==> src/rtl/eth_rx_stat.sv <==
`default_nettype none
// ============================================================================
// Module      : eth_rx_stat
// Description : Per-channel Ethernet RX frame statistics with sticky error
//               flag, snapshot shadow registers and registered readout.
// Revision    : 1.0 - initial release
// ============================================================================
module eth_rx_stat #(
    parameter int CH_COUNT = 2,
    parameter int CNT_W    = 32
) (
    input  logic                clk,
    input  logic                rst,
    input  logic [CH_COUNT-1:0] rx_valid,
    input  logic [CH_COUNT-1:0] rx_sof,
    input  logic [CH_COUNT-1:0] rx_eof,
    input  logic [CH_COUNT-1:0] rx_fr_good,
    input  logic [CH_COUNT-1:0] rx_fr_err,
    input  logic                clr,
    input  logic                snap,
    input  logic [1:0]          rd_ch,
    output logic [CNT_W-1:0]    rd_good_cnt,
    output logic [CNT_W-1:0]    rd_bad_cnt,
    output logic [CNT_W-1:0]    rd_seq_cnt,
    output logic [CNT_W-1:0]    rd_byte_cnt,
    output logic [CH_COUNT-1:0] err_pulse,
    output logic                err_det
);

    typedef enum logic [0:0] {
        ST_IDLE  = 1'b0,
        ST_FRAME = 1'b1
    } state_t;

    localparam logic [CNT_W-1:0] c_cnt_max = '1;

    state_t             state_q     [CH_COUNT];
    state_t             state_d     [CH_COUNT];
    logic [CNT_W-1:0]   good_q      [CH_COUNT];
    logic [CNT_W-1:0]   good_d      [CH_COUNT];
    logic [CNT_W-1:0]   bad_q       [CH_COUNT];
    logic [CNT_W-1:0]   bad_d       [CH_COUNT];
    logic [CNT_W-1:0]   seq_q       [CH_COUNT];
    logic [CNT_W-1:0]   seq_d       [CH_COUNT];
    logic [CNT_W-1:0]   byte_q      [CH_COUNT];
    logic [CNT_W-1:0]   byte_d      [CH_COUNT];
    logic [CNT_W-1:0]   sh_good_q   [CH_COUNT];
    logic [CNT_W-1:0]   sh_good_d   [CH_COUNT];
    logic [CNT_W-1:0]   sh_bad_q    [CH_COUNT];
    logic [CNT_W-1:0]   sh_bad_d    [CH_COUNT];
    logic [CNT_W-1:0]   sh_seq_q    [CH_COUNT];
    logic [CNT_W-1:0]   sh_seq_d    [CH_COUNT];
    logic [CNT_W-1:0]   sh_byte_q   [CH_COUNT];
    logic [CNT_W-1:0]   sh_byte_d   [CH_COUNT];
    logic [CNT_W-1:0]   rd_good_q, rd_good_d;
    logic [CNT_W-1:0]   rd_bad_q,  rd_bad_d;
    logic [CNT_W-1:0]   rd_seq_q,  rd_seq_d;
    logic [CNT_W-1:0]   rd_byte_q, rd_byte_d;
    logic [CH_COUNT-1:0] err_pulse_q, err_pulse_d;
    logic               err_det_q, err_det_d;

    logic [CH_COUNT-1:0] w_sof, w_eof, w_cls, w_seq, w_good, w_err;

    function automatic logic [CNT_W-1:0] sat_inc(input logic [CNT_W-1:0] cnt,
                                                 input logic inc);
        return (inc && (cnt != c_cnt_max)) ? cnt + CNT_W'(1) : cnt;
    endfunction

    // Event decode: a frame is classified at any qualified eof, except an eof
    // arriving in IDLE without sof, which is a sequence error instead.
    always_comb begin
        w_sof = rx_valid & rx_sof;
        w_eof = rx_valid & rx_eof;
        w_cls = '0;
        w_seq = '0;
        for (int c = 0; c < CH_COUNT; c++) begin
            if (state_q[c] == ST_IDLE) begin
                w_cls[c] = w_eof[c] & w_sof[c];
                w_seq[c] = w_eof[c] & ~w_sof[c];
            end else begin
                w_cls[c] = w_eof[c];
                w_seq[c] = w_sof[c];
            end
        end
        w_good = w_cls & rx_fr_good & ~rx_fr_err;
        w_err  = (w_cls & ~w_good) | rx_fr_err;
    end

    always_comb begin
        err_pulse_d = '0;
        for (int c = 0; c < CH_COUNT; c++) begin
            state_d[c]   = state_q[c];
            good_d[c]    = '0;
            bad_d[c]     = '0;
            seq_d[c]     = '0;
            byte_d[c]    = '0;
            if (!clr) begin
                case (state_q[c])
                    ST_IDLE:  if (w_sof[c] && !w_eof[c]) state_d[c] = ST_FRAME;
                    ST_FRAME: if (w_eof[c])              state_d[c] = ST_IDLE;
                    default:                             state_d[c] = ST_IDLE;
                endcase
                good_d[c]      = sat_inc(good_q[c], w_good[c]);
                bad_d[c]       = sat_inc(bad_q[c],  w_err[c]);
                seq_d[c]       = sat_inc(seq_q[c],  w_seq[c]);
                byte_d[c]      = sat_inc(byte_q[c], rx_valid[c]);
                err_pulse_d[c] = w_err[c] | w_seq[c];
            end else begin
                state_d[c] = ST_IDLE;
            end
            // Shadows take pre-event live values, so snap+clr keeps the old totals
            sh_good_d[c] = snap ? good_q[c] : sh_good_q[c];
            sh_bad_d[c]  = snap ? bad_q[c]  : sh_bad_q[c];
            sh_seq_d[c]  = snap ? seq_q[c]  : sh_seq_q[c];
            sh_byte_d[c] = snap ? byte_q[c] : sh_byte_q[c];
        end
        err_det_d = clr ? 1'b0 : (err_det_q | (|err_pulse_d));
    end

    always_comb begin
        rd_good_d = '0;
        rd_bad_d  = '0;
        rd_seq_d  = '0;
        rd_byte_d = '0;
        for (int c = 0; c < CH_COUNT; c++) begin
            if (int'(rd_ch) == c) begin
                rd_good_d = sh_good_q[c];
                rd_bad_d  = sh_bad_q[c];
                rd_seq_d  = sh_seq_q[c];
                rd_byte_d = sh_byte_q[c];
            end
        end
    end

    always_ff @(posedge clk or posedge rst) begin
        if (rst) begin
            for (int c = 0; c < CH_COUNT; c++) begin
                state_q[c]   <= ST_IDLE;
                good_q[c]    <= '0;
                bad_q[c]     <= '0;
                seq_q[c]     <= '0;
                byte_q[c]    <= '0;
                sh_good_q[c] <= '0;
                sh_bad_q[c]  <= '0;
                sh_seq_q[c]  <= '0;
                sh_byte_q[c] <= '0;
            end
            rd_good_q   <= '0;
            rd_bad_q    <= '0;
            rd_seq_q    <= '0;
            rd_byte_q   <= '0;
            err_pulse_q <= '0;
            err_det_q   <= 1'b0;
        end else begin
            for (int c = 0; c < CH_COUNT; c++) begin
                state_q[c]   <= state_d[c];
                good_q[c]    <= good_d[c];
                bad_q[c]     <= bad_d[c];
                seq_q[c]     <= seq_d[c];
                byte_q[c]    <= byte_d[c];
                sh_good_q[c] <= sh_good_d[c];
                sh_bad_q[c]  <= sh_bad_d[c];
                sh_seq_q[c]  <= sh_seq_d[c];
                sh_byte_q[c] <= sh_byte_d[c];
            end
            rd_good_q   <= rd_good_d;
            rd_bad_q    <= rd_bad_d;
            rd_seq_q    <= rd_seq_d;
            rd_byte_q   <= rd_byte_d;
            err_pulse_q <= err_pulse_d;
            err_det_q   <= err_det_d;
        end
    end

    assign rd_good_cnt = rd_good_q;
    assign rd_bad_cnt  = rd_bad_q;
    assign rd_seq_cnt  = rd_seq_q;
    assign rd_byte_cnt = rd_byte_q;
    assign err_pulse   = err_pulse_q;
    assign err_det     = err_det_q;

endmodule
`default_nettype wire

==> config.mk <==
export PLATFORM = sky130hd
export DESIGN_NAME = eth_rx_stat
export DESIGN_NICKNAME = d
export VERILOG_FILES = /design/src/rtl/eth_rx_stat.sv
export SDC_FILE = /design/constraint.sdc
export NUM_CORES = 1
export LEC_CHECK = 0
export BUFFER_PORTS_ARGS = -buffer_cell sky130_fd_sc_hd__buf_2
export CAP_MARGIN = 20
export CORE_ASPECT_RATIO = 0.8
export CORE_MARGIN = 2
export CORE_UTILIZATION = 67
export CTS_BUF_LIST = sky130_fd_sc_hd__clkbuf_8
export DETAILED_ROUTE_END_ITERATION = 16
export PLACE_DENSITY = 0.94
export SLEW_MARGIN = 20
export SYNTH_ARGS = -nofsm -noshare
export SYNTH_HDL_FRONTEND = slang
export SYNTH_SLANG_ARGS = --single-unit
export TNS_END_PERCENT = 1
==> constraint.sdc <==
create_clock -name clk -period 32.6 [get_ports clk]
set_input_delay 1.63 -clock clk [delete_from_list [all_inputs] [get_ports clk]]
set_output_delay 1.63 -clock clk [all_outputs]
set_load 0.005 [all_outputs]
== Word-level counts from Yosys, hierarchy flattened ==
Cells that the tools add are included.
Storage, ports and cells
  register bits: 645
  input port bits: 16
  output and inout port bits: 131
Operators by class
  $add $sub $neg: 8
  equality and inequality tests: 9
  multiplexer cells: 39
  bitwise gates (word level): 19
  reduce and logical (&&, ||, !) cells: 22
Operator list (number)
  two-way mux 32 bit: 24
  adder 32 x 1 -> 32 bit (second input constant): 8
  != test 32 bit (second input constant): 8
  nonzero test 2 bit: 8
  two-way mux 1 bit: 13
  AND 2 bit: 5
  logical AND 1 bit: 10
  AND 1 bit: 4
  inverter 1 bit: 4
  inverter 2 bit: 2
  case mux 1 bit (2 select lines): 2
  bitwise OR 1 bit: 3
  == test 2 bit (second input constant): 1
  logical NOT 1 bit: 2
  logical NOT 2 bit: 1
  bitwise OR 2 bit: 1
  OR reduction 2 bit: 1

== Depth between registers and ports, before layout ==
Gate-level depths: netlist of run 1.
  depth after elaboration: 13
  depth in mapped cells: 9
  gate-level depth less buffers: 6

== Worst setup path before layout of run 1 ==
No wires, ideal clock.
  kind: input to register
  start: in rx_valid[1]
  end: reg seq_q[30] in the netlist's numbering
  setup time: 125 ps
  arrival: 3295 ps
  slack: 29180 ps
  stages on the path: 7
  cell sequence: buf_2 -> nand4bb_1 -> a211oi_1 -> or3b_1 -> buf_2 -> nor4b_2 -> mux2_2
Between the ends
  word-level cells in the longest chain between the ends: 6
Ends and longest elaborated chain
  start, declared: RTL line 14  | input logic [CH_COUNT-1:0] rx_valid,
  AND 2 bit: RTL line 72  | w_sof = rx_valid & rx_sof;
  inverter 1 bit: RTL line 79  | w_seq[c] = w_eof[c] & ~w_sof[c];
  AND 1 bit: RTL line 79
  two-way mux 1 bit *: RTL line 77  | if (state_q[c] == ST_IDLE) begin
  logical AND 1 bit *: RTL line 66  | return (inc && (cnt != c_cnt_max)) ? cnt + CNT_W'(1) : cnt;
  nonzero test 2 bit (no source line) *
  end signal, assigned by index: RTL line 159  | seq_q[c] <= seq_d[c];
  end, declared: RTL line 43  | logic [CNT_W-1:0] seq_q [CH_COUNT];
Mark *: on every way between the ends. The rest lies on a longest branch, timed or not.
A chain may end at the register's enable or synchronous reset.

==> results.ini, run 1 <==
[sta]
setup_viol=0
clock.fmax_mhz=221
hold_viol=0
fin_crit_ns=4.53
period_share_pct=13.9
drv_slew=0
holdWs_ns=0.505
rsz0062_at_grt=false
skew_ns=0.0279
tightestPinTransition_ns=1.18
slew_headroom_pct=21.3
final.setup.tns_ns=0

[synth]
synth-edff-count=0
synthDistinctLibCells=76
synthAdderAreaFrac_pct=0.345
yosys-top-cells-area=dfrtp_1 (56%), mux2_2 (11%), mux2i_1 (4.7%)
synth-async-reset-ratio_pct=100
ys.flop_type=dfrtp_1
yosysWarnings=0
syn_nets=2575
synth-seq-cells=645
synthSimpleGateAreaFrac_pct=16.1
yosysSeqAreaShare_pct=55.7
yosys.area.top_type=dfrtp_1
syn_inst=2551
syn_avg_cell_area_um2=11.4
synth_top_area_share_pct=55.7
synth_compound_area_share_pct=8.40
synth_top_family_by_area=simple AND/OR/NAND/NOR gates
synth_area_um2=29000
muxShareOfSynthArea_pct=15.6
synth_xor_area_share_pct=1.57

[cells_and_area]
nets=2698
drive_gt1_share_pct=22.7
mostFrequentLayoutCell=dfrtp_1
area_delta_synth_final_pct=10.5
fin_cells=3308
final_cell_mix=dfrtp_1 (645), mux2_2 (279), nor2_1 (242)

[global_routing]
grt_usage_pct=31.2
grt_start_max_net_pins=196
grt_pass1_vias=21771
grt.overflow.total=0
antenna_found_initial=5
grt_pass1_wl_um=113000

[routing]
drt-wirelength-per-cell_um=21.3
num_vias=21990
drtAntennaViolNets=0
viasPerCell=6.65
first_pass_iters=8
drc=0
routed_wl_um=70400
drt_iter0_drc=3022

[critical_path]
path_common_cell=buf_4
crit_buf_inv=5
crit_path_top_delay_cell=buf_4
crit_type=primary input to async pin
cp-start-kind=primary input
crit_path_max_fanout=135
required_ns=33.28
critPathCaptureType=async pin
arrival_ns=5.22
worstPathCellList=buf_2 -> inv_8 -> buf_4 -> buf_4 -> buf_4
critPathTopFamily=buffers and inverters
slowest_delay_ns=0.90

[clocking]
cts_resized=0
cts_tree=yes
max-clock-path-buffers=3
holdBufCountCts=0
clk_pin_slew_ns=0.06
clock_latency_ns=0.71
cts_setup_buffers=0
numClockSinks=645
clock-root-buffer=clkbuf_8
cts_htree_levels=3
cts_made_buffers=96

[floorplan]
initial_core_util_pct=67.5
design.core.area_um2=43000
dieArea_um2=45000
die_w_um=237
die_h_um=190
io_pins=147
rows=68

[placed_design]
io_buffers=146
dp.cells=3134
gp_congestion=0.872
hpwlAfterDp_um=43600

[flow_run]
drv_cap=0

[min_path]
hold_path_class=register to register

[pwr]
p_per_area_nw_per_um2=47.8
peakVddDrop_mv=0.0333
leakagePower_nw=15.0

[status]
status=finished clean

-- synthesized netlist by cell type, types with 30 or more instances --
library cell	number
or3_1	102
inv_1	30
a21oi_1	171
or4_1	55
xnor2_1	30
and4_1	48
dfrtp_1	645
o21ai_0	103
nand2_1	107
mux2i_1	137
nor2_1	242
o31ai_1	62
mux2_2	279
nand4_1	62
clkbuf_1	101
nand3_1	88
-- through the flow --
stage	power [W]	util, %	worst slack [ns]	cell area (µm²)
global route	0.00158	74.6	27.40	32000
finish	0.00153	74.6	28.07	32000
global placement	0.000879	69.9	27.37	30000
detailed placement	0.000882	69.9	27.23	30000
CTS	0.00154	74.4	27.95	32000
floorplan	0.000867	-	12.90	29000
-- layout make-up --
type	count	area, µm²
fillers	2561	10900
clock inverters	42	200
well taps	560	701
inverters	30	120
clock buffers	127	1750
flip-flops and latches	645	16100
repair buffers	161	907
diodes	3	7.51
multi-input cells	1740	12200
-- report_power, final --
group          internal (W)  switching (W)
Sequential         0.000805     0.00000374
Combinational     0.0000163      0.0000434
Clock              0.000348       0.000316
-- worst paths after layout --
path,startpoint,to,slack (ns),depth (start not counted)
worst min register to register,sh_bad_q[56],sh_bad_q[56],0.50,1
worst min-delay path,sh_bad_q[56],sh_bad_q[56],0.50,1
worst max register to register,good_q[15],good_q[5],29.79,5
worst max-delay path,rst,sh_seq_q[27],28.07,5
min in group asynchronous,rst,byte_q[3],1.15,2
max in group clk,rx_valid[0],bad_q[59],28.98,6
-- state kept, by name, indices dropped and copies added, names as in the netlist --
| name | count |
|---|---|
| err_pulse | 2 |
| sh_seq_q | 64 |
| byte_q | 64 |
| sh_good_q | 64 |
| seq_q | 64 |
| bad_q | 64 |
| state_q | 2 |
| good_q | 64 |
| sh_bad_q | 64 |
| rd_seq_cnt | 32 |
| rd_good_cnt | 32 |
| rd_bad_cnt | 32 |
| err_det | 1 |
| sh_byte_q | 64 |
| rd_byte_cnt | 32 |
-- worst register-to-register path, delay by kind of cell (launching register included) --
family	cells	cell delay [ns]
flip-flops	1	0.47
multiplexers	1	0.31
AND/OR/NAND/NOR	4	1.92
-- per-layer routing --
| layer | up-vias | global-route usage [%] | share of wire (%) |
|---|---|---|---|
| li1 | 9604 | - | - |
| met1 | 10949 | 42.3 | 40 |
| met2 | 1180 | 49.4 | 48 |
| met3 | 253 | 6.79 | 8.0 |
| met4 | 4 | 13.3 | 3.7 |
| met5 | - | 0 | 0.033 |
-- kinds of logic after synthesis --
kind of cell    after synthesis
simple gates                860
flops                       645
fa+ha+maj                     8
buf+inv                     166
mux                         416
xor+xnor                     52
compound gates              404
Power figures use the tool's default switching activity.
==> run 2, diff against run 1 <==
--- a/config.mk
+++ b/config.mk
@@ -9,10 +9,10 @@
 export CAP_MARGIN = 20
 export CORE_ASPECT_RATIO = 0.8
 export CORE_MARGIN = 2
-export CORE_UTILIZATION = 67
+export CORE_UTILIZATION = 57
 export CTS_BUF_LIST = sky130_fd_sc_hd__clkbuf_8
 export DETAILED_ROUTE_END_ITERATION = 16
-export PLACE_DENSITY = 0.94
+export PLACE_DENSITY = 0.86
 export SLEW_MARGIN = 20
 export SYNTH_ARGS = -nofsm -noshare
 export SYNTH_HDL_FRONTEND = slang
==> constraint.sdc (replaced) <==
create_clock -name clk -period 3.9 [get_ports clk]
set_input_delay 0.195 -clock clk [delete_from_list [all_inputs] [get_ports clk]]
set_output_delay 0.195 -clock clk [all_outputs]
set_load 0.005 [all_outputs]
==> results.ini, run 2 (synthesis gave the netlist of run 1 again) <==
[status]
status=finished clean

[sta]
period_share_pct=70.5
setup_viol=0  ; unchanged
slew_headroom_pct=30.0  ; +8.7 points
rsz0062_at_grt=false
setup_ws_ns=1.15  ; -26.92 ns
tightestPinTransition_ns=1.05  ; -0.132 ns
clock.fmax_mhz=364
drv_slew=0  ; unchanged
hold_viol=0  ; unchanged
final.setup.tns_ns=0  ; unchanged
skew_ns=0.0268  ; -0.00103 ns
fin_crit_ns=2.75

[critical_path]
cp-start-kind=register
crit_type=register to register
required_ns=4.51  ; -28.77 ns
critPathCaptureType=register
r2r-end=bad_q[30]
arrival_ns=3.36  ; -1.86 ns
r2r_slack_ns=1.15  ; -28.64 ns
crit_path_max_fanout=13  ; -90%
setup.worst_path.start=bad_q[7]
r2r_cells=5  ; unchanged
r2r_start=bad_q[7]

[floorplan]
design.core.area_um2=50000  ; +16%
dieArea_um2=52700  ; +17%
rows=73  ; +7.4%
initial_core_util_pct=58.0  ; -9.5 points
io_pins=147  ; unchanged
die_h_um=206  ; +8.2%
die_w_um=256  ; +8.3%

[routing]
routed_wl_um=66400  ; -5.6%
viasPerCell=6.17  ; -7.2%
first_pass_iters=6  ; -2
drc=0  ; unchanged
drt-wirelength-per-cell_um=19.3  ; -9.5%
drt_iter0_drc=2045  ; -32%
num_vias=21278  ; -3.2%
drtAntennaViolNets=0  ; unchanged

[cells_and_area]
fillers=3647  ; +42%
mostFrequentLayoutCell=dfrtp_1
multi_input_area_um2=12200  ; unchanged
regArea_um2=16100  ; unchanged
postLayoutCoreUtil_pct=65.2  ; -9.4 points
drive_gt1_share_pct=22.8  ; +0.13 points
nets=2716  ; +0.67%
area_delta_synth_final_pct=12.3
final_cell_mix=dfrtp_1 (645), mux2_2 (279), nor2_1 (242)

[placed_design]
gp_congestion=0.872  ; about the same
place_ws_ns=1.14  ; -26.10 ns
hpwlAfterDp_um=43600  ; +0.14%
io_buffers=146  ; unchanged

[global_routing]
grt_usage_pct=25.5  ; -5.7 points
grt_pass1_vias=21261  ; -2.3%
grt_start_max_net_pins=155  ; -21%
grt.overflow.total=0  ; unchanged
antenna_found_initial=3  ; -2
grt_pass1_wl_um=109000  ; -3.2%

[clocking]
clock_latency_ns=0.72  ; about the same
cts_htree_levels=3  ; unchanged
numClockSinks=645  ; unchanged
cts_tree=yes
clk_pin_slew_ns=0.06  ; about the same
clock-root-buffer=clkbuf_8
cts_made_buffers=100  ; +4.2%
max-clock-path-buffers=3  ; unchanged

[pwr]
leakagePower_nw=15.2  ; +1.2%
finalPower_w=0.0131  ; +760%
p_per_area_nw_per_um2=403  ; +740%
peakVddDrop_mv=0.234  ; +600%

[min_path]
holdPathStages=2  ; +1
hp-start=rd_ch[1]
hold_path_class=primary input to register
holdPathEnd=rd_byte_cnt[16]

[flow_run]
drv_cap=0  ; unchanged

run 2: routing by layer:
layer	global-route usage (%)	wire [µm]	vias up
li1	-	-	9637
met1	35.7	29200	10647
met2	39.9	30700	830
met3	5.73	4840	164
met4	7.81	1680	0
met5	0	0	-
run 2: power by group:
group	switching (W)	internal (W)	leakage, nW	total (W)
Clock	0.00267	0.00316	1.19	0.00583
Combinational	0.000365	0.000153	4.97	0.000518
Sequential	0.0000312	0.00673	8.99	0.00676
run 2: stage by stage:
step                      instance area (µm²)  std cells  hold slack (ns)
after floorplan                         29000       2551            0.286
after global placement                  30300       3254            0.176
after detailed placement                30300       3254            0.178
after CTS                               32500       3444           0.0133
after global routing                    32600       3447           0.0365
final                                   32600       3449           0.0434
run 2: worst max path at each step:
| stage | to | slack [ns] | cells after the start |
|---|---|---|---|
| detailed placement | bad_q[3] | 1.14 | 5 |
| finish | bad_q[30] | 1.15 | 5 |
| global route | good_q[5] | 0.98 | 5 |
| floorplan | bad_q[0] | -5.11 | 1 |
| CTS | bad_q[3] | 1.12 | 5 |
| global placement | bad_q[1] | 1.31 | 5 |
run 2: layout make-up:
cell class / count / area share, %
Clock inverter: 47 / 0.861
Inverter: 30 / 0.357
Multi-Input combinational cell: 1740 / 37.5
Timing Repair Buffer: 175 / 3.48
Tap cell: 675 / 2.59
Sequential cell: 645 / 49.6
Clock buffer: 132 / 5.58
Antenna cell: 5 / 0.0384
run 2: critical path: stages, from the launching register on:
cell      delay, ns
dfrtp_1        0.46
nand4_1        0.29
nor4_1         0.62
o211ai_1       0.54
or4_1          0.58
a21oi_1        0.16
run 2: repair_timing:
item | CTS | global route
setup buffers | 0 | 0
resized for setup | 0 | 0
endpoints found under the hold margin | 373 | 0
hold buffers | 11 | 0
